$ cat src/rtl/traffic_pkg.sv
// traffic_pkg: controller state encoding and per-road light codes shared by the traffic-light design
package traffic_pkg;
  typedef enum logic [2:0] {
    A_GREEN,
    A_YELLOW,
    B_GREEN,
    B_YELLOW,
    MAN_A,
    MAN_B,
    ALL_RED
  } state_t;
  localparam logic [1:0] LIGHT_RED    = 2'b00;
  localparam logic [1:0] LIGHT_YELLOW = 2'b01;
  localparam logic [1:0] LIGHT_GREEN  = 2'b10;
endpackage

$ cat src/rtl/bin2bcd99.sv
// bin2bcd99: combinational 7-bit binary (0..99) to BCD; bin in, tens/units digits out
module bin2bcd99 (
  input  logic [6:0] bin,
  output logic [3:0] tens,
  output logic [3:0] units
);
  assign tens  = 4'(bin / 7'd10);
  assign units = 4'(bin % 7'd10);
endmodule

$ cat src/rtl/traffic_light_ctrl.sv
// traffic_light_ctrl: two-road light sequencer; Clk/Rst, per-road Force/Traffic in, per-road Light and BCD countdown out, Manual flag
module traffic_light_ctrl
  import traffic_pkg::*;
#(
  parameter int TICK_DIV    = 50_000_000,
  parameter int GREEN_TIME  = 30,
  parameter int YELLOW_TIME = 3,
  parameter int EXT_TIME    = 10,
  parameter int MAX_EXT     = 2
) (
  input  logic       Clk,
  input  logic       Rst,
  input  logic       A_Force,
  input  logic       B_Force,
  input  logic       A_Traffic,
  input  logic       B_Traffic,
  output logic [1:0] A_Light,
  output logic [1:0] B_Light,
  output logic [3:0] A_Time_H,
  output logic [3:0] A_Time_L,
  output logic [3:0] B_Time_H,
  output logic [3:0] B_Time_L,
  output logic       Manual
);
  localparam int PW = $clog2(TICK_DIV);
  localparam logic [PW-1:0] P_LAST = PW'(TICK_DIV - 1);
  localparam logic [6:0] G_T = 7'(GREEN_TIME);
  localparam logic [6:0] Y_T = 7'(YELLOW_TIME);
  localparam logic [6:0] E_T = 7'(EXT_TIME);
  localparam logic [7:0] X_MAX = 8'(MAX_EXT);
  state_t state_q, state_d, tgt, own_man, own_green, yel, oth_green;
  logic [6:0] cnt_a_q, cnt_a_d, cnt_b_q, cnt_b_d, cnt_x;
  logic [PW-1:0] presc_q, presc_d;
  logic [7:0] ext_q, ext_d;
  logic tick, has_tgt, x_a, trf_x, trf_o;
  // x_a: road A is the non-red road (green, yellow or manual green)
  always_comb begin
    tick = presc_q == P_LAST;
    has_tgt = A_Force | B_Force;
    tgt = (A_Force && B_Force) ? ALL_RED : A_Force ? MAN_A : MAN_B;
    x_a = state_q inside {A_GREEN, A_YELLOW, MAN_A};
    own_man = x_a ? MAN_A : MAN_B;
    own_green = x_a ? A_GREEN : B_GREEN;
    yel = x_a ? A_YELLOW : B_YELLOW;
    oth_green = x_a ? B_GREEN : A_GREEN;
    cnt_x = x_a ? cnt_a_q : cnt_b_q;
    trf_x = x_a ? A_Traffic : B_Traffic;
    trf_o = x_a ? B_Traffic : A_Traffic;
    state_d = state_q;
    cnt_a_d = cnt_a_q;
    cnt_b_d = cnt_b_q;
    ext_d = ext_q;
    case (state_q)
      A_GREEN, B_GREEN:
        if (has_tgt) state_d = (tgt == own_man) ? own_man : yel;
        else if (tick && cnt_x == 7'd1 && !(trf_x && !trf_o && ext_q < X_MAX)) state_d = yel;
        else if (tick && cnt_x == 7'd1) begin
          ext_d = ext_q + 8'd1;
          cnt_a_d = x_a ? E_T : E_T + Y_T;
          cnt_b_d = x_a ? E_T + Y_T : E_T;
        end else if (tick) begin
          cnt_a_d = cnt_a_q - 7'd1;
          cnt_b_d = cnt_b_q - 7'd1;
        end
      // a yellow toward another target runs to completion before the target is re-evaluated
      A_YELLOW, B_YELLOW:
        if (has_tgt && tgt == own_man) state_d = own_man;
        else if (tick && cnt_x == 7'd1) state_d = has_tgt ? tgt : oth_green;
        else if (tick) begin
          cnt_a_d = cnt_a_q - 7'd1;
          cnt_b_d = cnt_b_q - 7'd1;
        end
      MAN_A, MAN_B: state_d = !has_tgt ? own_green : (tgt == own_man) ? own_man : yel;
      // both roads already red, so any manual target is safe to enter directly
      ALL_RED: state_d = has_tgt ? tgt : A_GREEN;
      default: state_d = A_GREEN;
    endcase
    // every state entry reloads counters from the state being entered
    if (state_d != state_q) begin
      cnt_a_d = state_d == A_GREEN ? G_T : state_d == B_GREEN ? G_T + Y_T :
                state_d inside {A_YELLOW, B_YELLOW} ? Y_T : 7'd0;
      cnt_b_d = state_d == B_GREEN ? G_T : state_d == A_GREEN ? G_T + Y_T :
                state_d inside {A_YELLOW, B_YELLOW} ? Y_T : 7'd0;
      ext_d = 8'd0;
    end
    presc_d = (state_d != state_q || tick) ? '0 : presc_q + 1'b1;
  end
  always_ff @(posedge Clk) begin
    if (Rst) begin
      state_q <= A_GREEN;
      cnt_a_q <= G_T;
      cnt_b_q <= G_T + Y_T;
      presc_q <= '0;
      ext_q <= 8'd0;
    end else begin
      state_q <= state_d;
      cnt_a_q <= cnt_a_d;
      cnt_b_q <= cnt_b_d;
      presc_q <= presc_d;
      ext_q <= ext_d;
    end
  end
  assign A_Light = state_q inside {A_GREEN, MAN_A} ? LIGHT_GREEN : state_q == A_YELLOW ? LIGHT_YELLOW : LIGHT_RED;
  assign B_Light = state_q inside {B_GREEN, MAN_B} ? LIGHT_GREEN : state_q == B_YELLOW ? LIGHT_YELLOW : LIGHT_RED;
  assign Manual = state_q inside {MAN_A, MAN_B, ALL_RED};
  bin2bcd99 u_bcd_a (.bin(cnt_a_q), .tens(A_Time_H), .units(A_Time_L));
  bin2bcd99 u_bcd_b (.bin(cnt_b_q), .tens(B_Time_H), .units(B_Time_L));
endmodule
$ cat config.mk
export PLATFORM = sky130hd
export DESIGN_NAME = traffic_light_ctrl
export DESIGN_NICKNAME = d
export VERILOG_FILES = /design/src/rtl/traffic_pkg.sv /design/src/rtl/bin2bcd99.sv /design/src/rtl/traffic_light_ctrl.sv
export SDC_FILE = /design/constraint.sdc
export NUM_CORES = 1
export LEC_CHECK = 0
export CORE_MARGIN = 2
export CORE_UTILIZATION = 60
export CTS_BUF_LIST = sky130_fd_sc_hd__clkbuf_4
export CTS_CLUSTER_SIZE = 25
export DETAILED_ROUTE_END_ITERATION = 10
export PLACE_DENSITY = 0.81
export SLEW_MARGIN = 10
export SYNTH_ARGS = -nofsm -noshare
export SYNTH_HDL_FRONTEND = slang
export SYNTH_SLANG_ARGS = --single-unit
$ cat constraint.sdc
create_clock -name Clk -period 4 [get_ports Clk]
set_clock_uncertainty 0.05 [all_clocks]
set_input_delay 0.6 -clock Clk [delete_from_list [all_inputs] [get_ports Clk]]
set_output_delay 0.6 -clock Clk [all_outputs]
set_load 0.03 [all_outputs]
* Word level (Yosys, flattened, before mapping)
Index checks and enable logic that the tools add are counted.
** Operators by class
- Add/subtract/negate cells :: 4
- Divide/modulo/power cells :: 4
- Magnitude comparators :: 1
- Equality and inequality tests :: 17
- Multiplexer cells :: 45
- Bitwise operators :: 3
- Reductions and logical operators :: 24
** Operators by type and width (count)
- 7-bit two-way mux :: 17
- 3-bit two-way mux :: 10
- 7-bit one-hot mux with 2 select lines :: 2
- 26-bit by 1-bit adder with 26-bit output, second input constant :: 1
- 26-bit == test, second input constant :: 1
- 7-bit by 4-bit divider with 7-bit output, second input constant :: 2
- 7-bit by 4-bit remainder unit with 7-bit output, second input constant :: 2
- 2-bit two-way mux :: 7
- 7-bit by 1-bit subtractor with 7-bit output, second input constant :: 2
- 3-bit by 2-bit == test with 1-bit output, second input constant :: 4
- 6-bit two-way mux :: 2
- 3-bit inequality test, second input constant :: 4
- 3-bit one-hot mux with 4 select lines :: 1
- 2-bit OR reduction :: 5
- 3-bit == test, second input constant :: 3
- 3-bit nonzero test :: 3
- 8-bit by 1-bit adder with 8-bit output, second input constant :: 1
- 8-bit by 2-bit < comparator with 1-bit output, second input constant :: 1
- 7-bit by 1-bit == test with 1-bit output, second input constant :: 1
- 3-bit by 1-bit == test with 1-bit output, second input constant :: 2
- 1-bit logical AND :: 6
- 3-bit zero test :: 2
- 1-bit two-way mux :: 6
- 2-bit nonzero test :: 3
- other kinds (8) :: 10
** Word-level totals
- Register bits after elaboration :: 51
- Bits of input ports :: 6

* Longest topological paths before layout
Gate-level depths: netlist of run 1.
- Depth in word-level cells :: 17
- Mapped depth :: 12
- Depth with buffers taken out :: 11

* Cells and area by module
From an unflattened synthesis of run 1, not the netlist that was laid out.
** Unflattened totals
- Cells, all modules :: 464
- Area total of the unflattened synthesis :: 3687.3 um2
** By module, submodules not included
- traffic_light_ctrl :: times used 1, cells an instance 352, area an instance 2819.0 um2, sequential area each 1021.0 um2
- bin2bcd99 :: times used 2, cells an instance 56, area an instance 434.2 um2, sequential area each 0.0 um2

* Worst setup path after synthesis of run 1
No wires, ideal clock.
- Kind :: register to output
- Start point :: register cnt_b_q[4]
- End point :: output port B_Time_L[2]
- Data arrival time :: 3018 ps
- Data required time :: 3350 ps
- Slack :: 332 ps
- Cell stages (with the launch flop) :: 13
- Path buffers :: 1
- Path through :: dfxtp_1 clkbuf_1 nand2_1 and2_1 o211ai_1 and2_1 ha_1 inv_1 a31oi_1 a21oi_1 o31a_1 nor3_1 mux2i_1
** Between the ends
- Cells in the longest elaborated chain, start to end :: 1
** Ends and longest elaborated chain
- from (decl) :: RTL line traffic_light_ctrl.sv:32 : logic [6:0] cnt_a_q, cnt_a_d, cnt_b_q, cnt_b_d, cnt_x;
- from (signal assigned) :: RTL line traffic_light_ctrl.sv:92 : cnt_b_q <= G_T + Y_T;
- from (signal assigned) :: RTL line traffic_light_ctrl.sv:98 : cnt_b_q <= cnt_b_d;
- 7-bit by 4-bit remainder unit with 7-bit output :: RTL line bin2bcd99.sv:8 : assign units = 4'(bin % 7'd10);
- to (decl) :: RTL line traffic_light_ctrl.sv:22 : output logic [3:0] B_Time_L,
Every way passes these cells.

* Worst setup path in the final report of run 1
- Start point :: register cnt_b_q[6]
- End point :: output port B_Time_L[2]
Same word-level chain as after synthesis.

==> flow_summary.ini, run 1 <==
[clocking]
insertion_delay_ns = 0.37
clkSlewWorstSetupHoldPaths_ns = 0.15
cts_buffers = 5
htree_levels = 2
tritoncts = yes
clk_path_buf_depth = 2
clock_sinks = 51
clock-root-buffer = clkbuf_4

[timing]
finalMaxSlewViolations = 0
worst_hold_slack_ns = 0.421
fmax_ghz = 0.261
max-slew-margin-rel_pct = 48.3
worst_pin_slew_ns = 0.774
finalWorstSetupSlack_ns = 0.173
period_share_pct = 95.7
period_minus_slack_ns = 3.83
hold_viol_final = 0
setup_viol = 0

[place]
dpl.hpwl_um = 6360
place_congestion = 0.935
portBuffers = 26
place_ws_ns = 0.326

[power]
pwr-share-seq_pct = 40.9
internal-power_w = 0.000873
switching_share_pct = 36.7
power.share.combinational_pct = 37.4
ir_drop_v = 0.000201
p_leak_nw = 1.53
p_per_area_mw_per_mm2 = 330
p_total_w = 0.00138
clkPwrFrac_pct = 21.7
p_sw_w = 0.000507

[global_routing]
grt-ovfl-total = 0
antenna_found_initial = 0
track_usage_pct = 25.0
grt_max_degree = 25
first_global_vias = 3248
grt_pass1_wl_um = 15000

[worst_setup_path]
r2r-end = presc_q[19]
path_max_fanout = 14
path_buf_inv = 3
cp_slowest_cell = dfxtp_2
crit_family = compound AO/OA/AOI/OAI gates
cp.required_ns = 3.35
cpPeakStageDelay_ns = 0.41
start_kind = register
cp-end-kind = primary output
ff2ff_path_depth = 9
worstReg2RegStart = presc_q[0]
rrSetupSlack_ns = 0.64
crit_chain = nand2b_1 -> a31oi_2 -> nand2b_1 -> and2_4 -> ha_2 -> inv_1 -> a31oi_4 -> a21oi_1 -> o31a_1 -> nor3_2 -> buf_4 -> mux2i_1 -> buf_4
worstSetupPathType = reg -> out
cp.arrival_ns = 3.18

[floorplanning]
fp-row-count = 28
core_area_sq_mm = 0.00599
die_h_um = 83.2
design.die.area_sq_mm = 0.00693
initial_core_util_pct = 62.9
io_pins = 27
die_x_um = 83.2

[route]
drcViolationCount = 0
routed_wl_um = 8850
detail-route-antenna-nets = 0
via_per_inst = 6.14
drt_pass1_iterations = 7
wl_per_cell_um = 14.9
num_vias = 3649
drt_iter0_drc = 274

[yosys]
yosysUniqueCellTypes = 72
synth_top_area_cell = dfxtp_1
synth.avg_cell_area_sq_um = 7.53
synth_seq_cells = 51
mappedNetlistArea_sq_mm = 0.00377
synth-async-reset-ratio_pct = 0
netlist_instances = 500
netlist_top_cells_area = dfxtp_1 (27%), nor2_1 (7.5%), nand2_1 (5.0%), a21oi_1 (4.5%), xor2_1 (4.2%)
synth_edf_count = 0
synth-warning-count = 0
syn-num-nets = 516
seq_area_frac_synth_pct = 27.1
synth_top_area_share_pct = 27.1
synth_flop_cell = dfxtp_1

[worst_hold_path]
min_from = ext_q[7]
whs_path_depth = 1
hold_end = ext_q[7]
hold_path_class = reg -> reg

[layout]
insertedDiodeCount = 0
seqCellArea_sq_mm = 0.00103
final_nets = 534
multi_input_area_sq_mm = 0.00255
fillers = 524
syn_to_final_growth_pct = 10.9
drive_gt1_share_pct = 11.2

[run]
cap_violations = 0

[outcome]
status = complete, no violations
power groups by stage:
stage               registers [W]  clock network (W)  logic (W)
detailed placement       0.000573                  0   0.000496
finish                   0.000565           0.000299   0.000516
floorplan                0.000550                  0   0.000373
global placement         0.000572                  0   0.000490
CTS                      0.000562           0.000302   0.000498
global route             0.000570           0.000325   0.000556
final cells by class:
class	instances	area share (%)
clock buffer	5	0.899
clock inverter	3	1.02
inverter	13	1.17
multi-input combinational	405	61.0
sequential	51	24.7
tap	75	2.25
timing repair buffer	42	8.96
what timing repair did:
item / in CTS / in global routing
pin swaps: 0 / 1
resized for setup: 3 / 12
endpoints found under the setup margin: 1 / 5
hold buffers: 0 / 0
buffers inserted: 0 / 1
per-layer routing:
layer  share of wire (%)  global-route usage, %  wire length (um)  vias up
li1                    -                      -                 -     1820
met1                  45                   34.6              4020     1687
met2                  47                   40.8              4190      119
met3                 5.8                   3.68               512       23
met4                 1.4                   6.56               126        0
met5                   0                      0                 0        -
sequential cells by signal (all words and copies together), names as in the netlist:
| signal | cells |
|---|---|
| presc_q | 26 |
| ext_q | 8 |
| cnt_a_q | 7 |
| cnt_b_q | 7 |
| state_q | 3 |
cells in the final DEF, fill, tap and decap left out, types with 13 or more instances in the layout:
cell             count
nor2_1              75
nand2_1             50
dfxtp_1             44
a21oi_1             34
clkdlybuf4s50_1     23
nand3_1             20
o21ai_0             18
xor2_1              18
buf_4               18
nor3_1              15
xnor2_1             14
inv_1               13
nand2b_1            13
synth_stat cells, types with 3 or more instances:
master	n
and3_1	6
a211oi_1	4
a21oi_1	34
o22ai_1	5
o31a_1	3
nand4_1	7
o211ai_1	5
nor2b_1	9
o21ai_0	18
a211o_1	3
nand3b_1	5
clkbuf_8	3
inv_1	13
mux2i_1	7
dfxtp_1	51
clkbuf_1	18
nand4b_1	4
buf_2	5
xor2_1	18
ha_1	10
nor3_1	16
nor2_1	75
a31oi_1	7
nand3_1	20
nand2b_1	13
xnor2_1	14
or2_2	3
and2_1	8
nor4_1	4
nand2_1	50
a221oi_1	6
stage by stage:
step / TNS [ns] / cells / instance area [sq um] / util, %
2_1_floorplan: 0 / 500 / 3770 / -
3_3_place_gp: 0 / 585 / 4050 / 67.6
3_5_place_dp: 0 / 585 / 4050 / 67.6
4_1_cts: 0 / 593 / 4130 / 68.9
5_1_grt: -0.0576 / 594 / 4180 / 69.7
6_report: 0 / 594 / 4180 / 69.7
cell families (layout without fill, tap and decap cells):
| family | count (synthesis) | in the layout | share of synthesized area, % |
|---|---|---|---|
| AND/OR/NAND/NOR | 243 | 243 | 33.6 |
| AO/OA/AOI/OAI | 110 | 110 | 19.6 |
| flip-flops | 51 | 51 | 27.1 |
| buffers and inverters | 44 | 63 | 6.11 |
| XOR/XNOR | 32 | 32 | 7.44 |
| adder cells (fa/ha/maj) | 11 | 11 | 3.59 |
| multiplexers | 9 | 9 | 2.56 |
how the worst max path moves through the flow:
stage / start / endpoint / slack [ns] / depth (start not counted)
2_1_floorplan: cnt_b_q[4] / B_Time_L[2] / 0.33 / 12
3_3_place_gp: cnt_b_q[6] / B_Time_H[0] / 0.41 / 12
3_5_place_dp: cnt_b_q[6] / B_Time_H[0] / 0.33 / 12
4_1_cts: cnt_a_q[2] / A_Time_L[2] / 0.01 / 9
5_1_grt: cnt_b_q[4] / B_Time_L[2] / -0.06 / 13
6_report: cnt_b_q[6] / B_Time_L[2] / 0.17 / 13
worst register-to-register path, cell delays in order (launching register included):
cell and delay [ns]:
dfxtp_1 0.40, ha_1 0.26, nand4_2 0.14, or4_4 0.56, a211oi_1 0.55, a211o_1 0.25
a21oi_1 0.09, and2b_1 0.23, nand2_1 0.59, nor2_1 0.13
Power figures use the tool's default switching activity.
==> inputs of run 2 (changes only) <==
--- a/config.mk
+++ b/config.mk
@@ -6,11 +6,10 @@
 export NUM_CORES = 1
 export LEC_CHECK = 0
 export CORE_MARGIN = 2
-export CORE_UTILIZATION = 60
-export CTS_BUF_LIST = sky130_fd_sc_hd__clkbuf_4
+export CORE_UTILIZATION = 54
 export CTS_CLUSTER_SIZE = 25
 export DETAILED_ROUTE_END_ITERATION = 10
-export PLACE_DENSITY = 0.81
+export PLACE_DENSITY = 0.77
 export SLEW_MARGIN = 10
 export SYNTH_ARGS = -nofsm -noshare
 export SYNTH_HDL_FRONTEND = slang
==> constraint.sdc (replaced) <==
create_clock -name Clk -period 3.4 [get_ports Clk]
set_clock_uncertainty 0.05 [all_clocks]
set_input_delay 0.51 -clock Clk [delete_from_list [all_inputs] [get_ports Clk]]
set_output_delay 0.51 -clock Clk [all_outputs]
set_load 0.03 [all_outputs]
==> flow_summary.ini, run 2 (synthesis results as in run 1) <==
[worst_hold_path]
min_from = ext_q[5]
whs_path_depth = 1
hold_path_class = reg -> reg
hold_end = ext_q[5]

[timing]
period_minus_slack_ns = 3.43
rsz0062_at_grt = true
finalWorstSetupSlack_ns = -0.0345
worst_pin_slew_ns = 0.641
max-slew-margin-rel_pct = 56.2
worst_hold_slack_ns = 0.409
fmax_ghz = 0.291
finalMaxSlewViolations = 0
setup_viol = 1
period_share_pct = 101
hold_viol_final = 0
setup_tns_ns = -0.0345

[global_routing]
track_usage_pct = 25.0
grt_pass1_wl_um = 15700
grt_use_met3_pct = 3.79
grt-ovfl-total = 0
met1_usage_pct = 34.2
use_met2_pct = 41.0
grt_max_degree = 25
first_global_vias = 3542
antenna_found_initial = 0
gr-max-usage-layer = met2

[floorplanning]
die_x_um = 87.5
fp-row-count = 30
initial_core_util_pct = 55.8
core_area_sq_mm = 0.00676
die_h_um = 87.5
io_pins = 27
design.die.area_sq_mm = 0.00766

[worst_setup_path]
ff2ff_path_depth = 10
crit_cells = 13
r2r-end = cnt_b_q[2]
worstSetupPathType = reg -> out
worstReg2RegStart = presc_q[0]
cp.arrival_ns = 2.87
cp-end-kind = primary output
path_max_fanout = 8
cp.required_ns = 2.84
crit_chain = and3b_1 -> nor3_2 -> o211ai_1 -> and2_4 -> ha_4 -> inv_4 -> a31oi_4 -> a21oi_2 -> o31a_1 -> nor3_2 -> buf_4 -> mux2i_2 -> buf_4
path_buf_inv = 3
rrSetupSlack_ns = 0.29
start_kind = register
crit_family = compound AO/OA/AOI/OAI gates
cpPeakStageDelay_ns = 0.38
cp_slowest_cell = dfxtp_4

[outcome]
status = complete, but fails checks
failed_checks = negative setup slack

[layout]
largest_reg_flops = 26
layout_common_cells = nor2_1 (75), nand2_1 (50), dfxtp_1 (46)
stdcell_count = 626
reg.largest.list = presc_q (26), ext_q (8)
final_nets = 561
drive_gt1_share_pct = 17.2
largest_register = presc_q
insertedDiodeCount = 0
fin_util_pct = 66.3
syn_to_final_growth_pct = 18.9
layout_commonest_cell = nor2_1

[clocking]
clock_sinks = 51
tritoncts = yes
htree_levels = 2
cts_hold_buffers = 0
insertion_delay_ns = 0.31
cts_buffers = 5
clkSlewWorstSetupHoldPaths_ns = 0.09
clk_path_buf_depth = 2
clock-root-buffer = clkbuf_8

[route]
via_per_inst = 6.04
detail-route-antenna-nets = 0
wl_per_cell_um = 15.3
drt_iter0_drc = 358
drt_pass1_iterations = 5
drcViolationCount = 0
routed_wl_um = 9550
num_vias = 3782

[place]
portBuffers = 26
place_congestion = 0.949
dpl.hpwl_um = 6890
dp_cells = 609

[power]
p_per_area_mw_per_mm2 = 380
p_leak_nw = 1.71
ir_drop_v = 0.000226
p_total_w = 0.00170

[run]
cap_violations = 0
==> run 2: final cells by class <==
| cell class | instances | area (sq um) |
|---|---|---|
| Multi-Input combinational cell | 405 | 2600 |
| Fill cell | 586 | 2280 |
| Sequential cell | 51 | 1040 |
| Timing Repair Buffer | 69 | 588 |
| Tap cell | 80 | 100 |
| Clock buffer | 6 | 82.6 |
| Inverter | 13 | 51.3 |
| Clock inverter | 2 | 16.3 |
==> run 2: how the worst max path moves through the flow <==
stage	start	endpoint	slack [ns]
6_report	cnt_b_q[4]	B_Time_L[2]	-0.03
5_1_grt	cnt_b_q[4]	B_Time_L[2]	-0.17
4_1_cts	cnt_b_q[4]	B_Time_L[2]	-0.13
3_5_place_dp	cnt_b_q[5]	B_Time_H[0]	-0.11
3_3_place_gp	cnt_b_q[5]	B_Time_H[0]	0.12
2_1_floorplan	cnt_b_q[4]	B_Time_L[2]	0.02
==> run 2: timing repair <==
action                     CTS  global route
setup endpoints to repair    6            30
gates resized for setup     22            15
buffers inserted             5             4
pin swaps                    5             8
==> run 2: through the flow <==
step	setup WS, ns	instance area [sq um]
2_1_floorplan	0.0173	3780
3_3_place_gp	0.123	4210
3_5_place_dp	-0.106	4210
4_1_cts	-0.132	4400
5_1_grt	-0.172	4480
6_report	-0.0345	4480
==> run 2: layer usage <==
| layer | vias up | routed length [um] |
|---|---|---|
| met3 | 29 | 536 |
| li1 | 1870 | - |
| met4 | 0 | 198 |
| met1 | 1732 | 4390 |
| met2 | 151 | 4430 |
| met5 | - | 0 |
==> run 2: where the power goes <==
group	internal [W]	switching (W)
clock network	0.000167	0.000207
registers	0.000616	0.0000317
logic	0.000289	0.000392
total	0.00107	0.000631
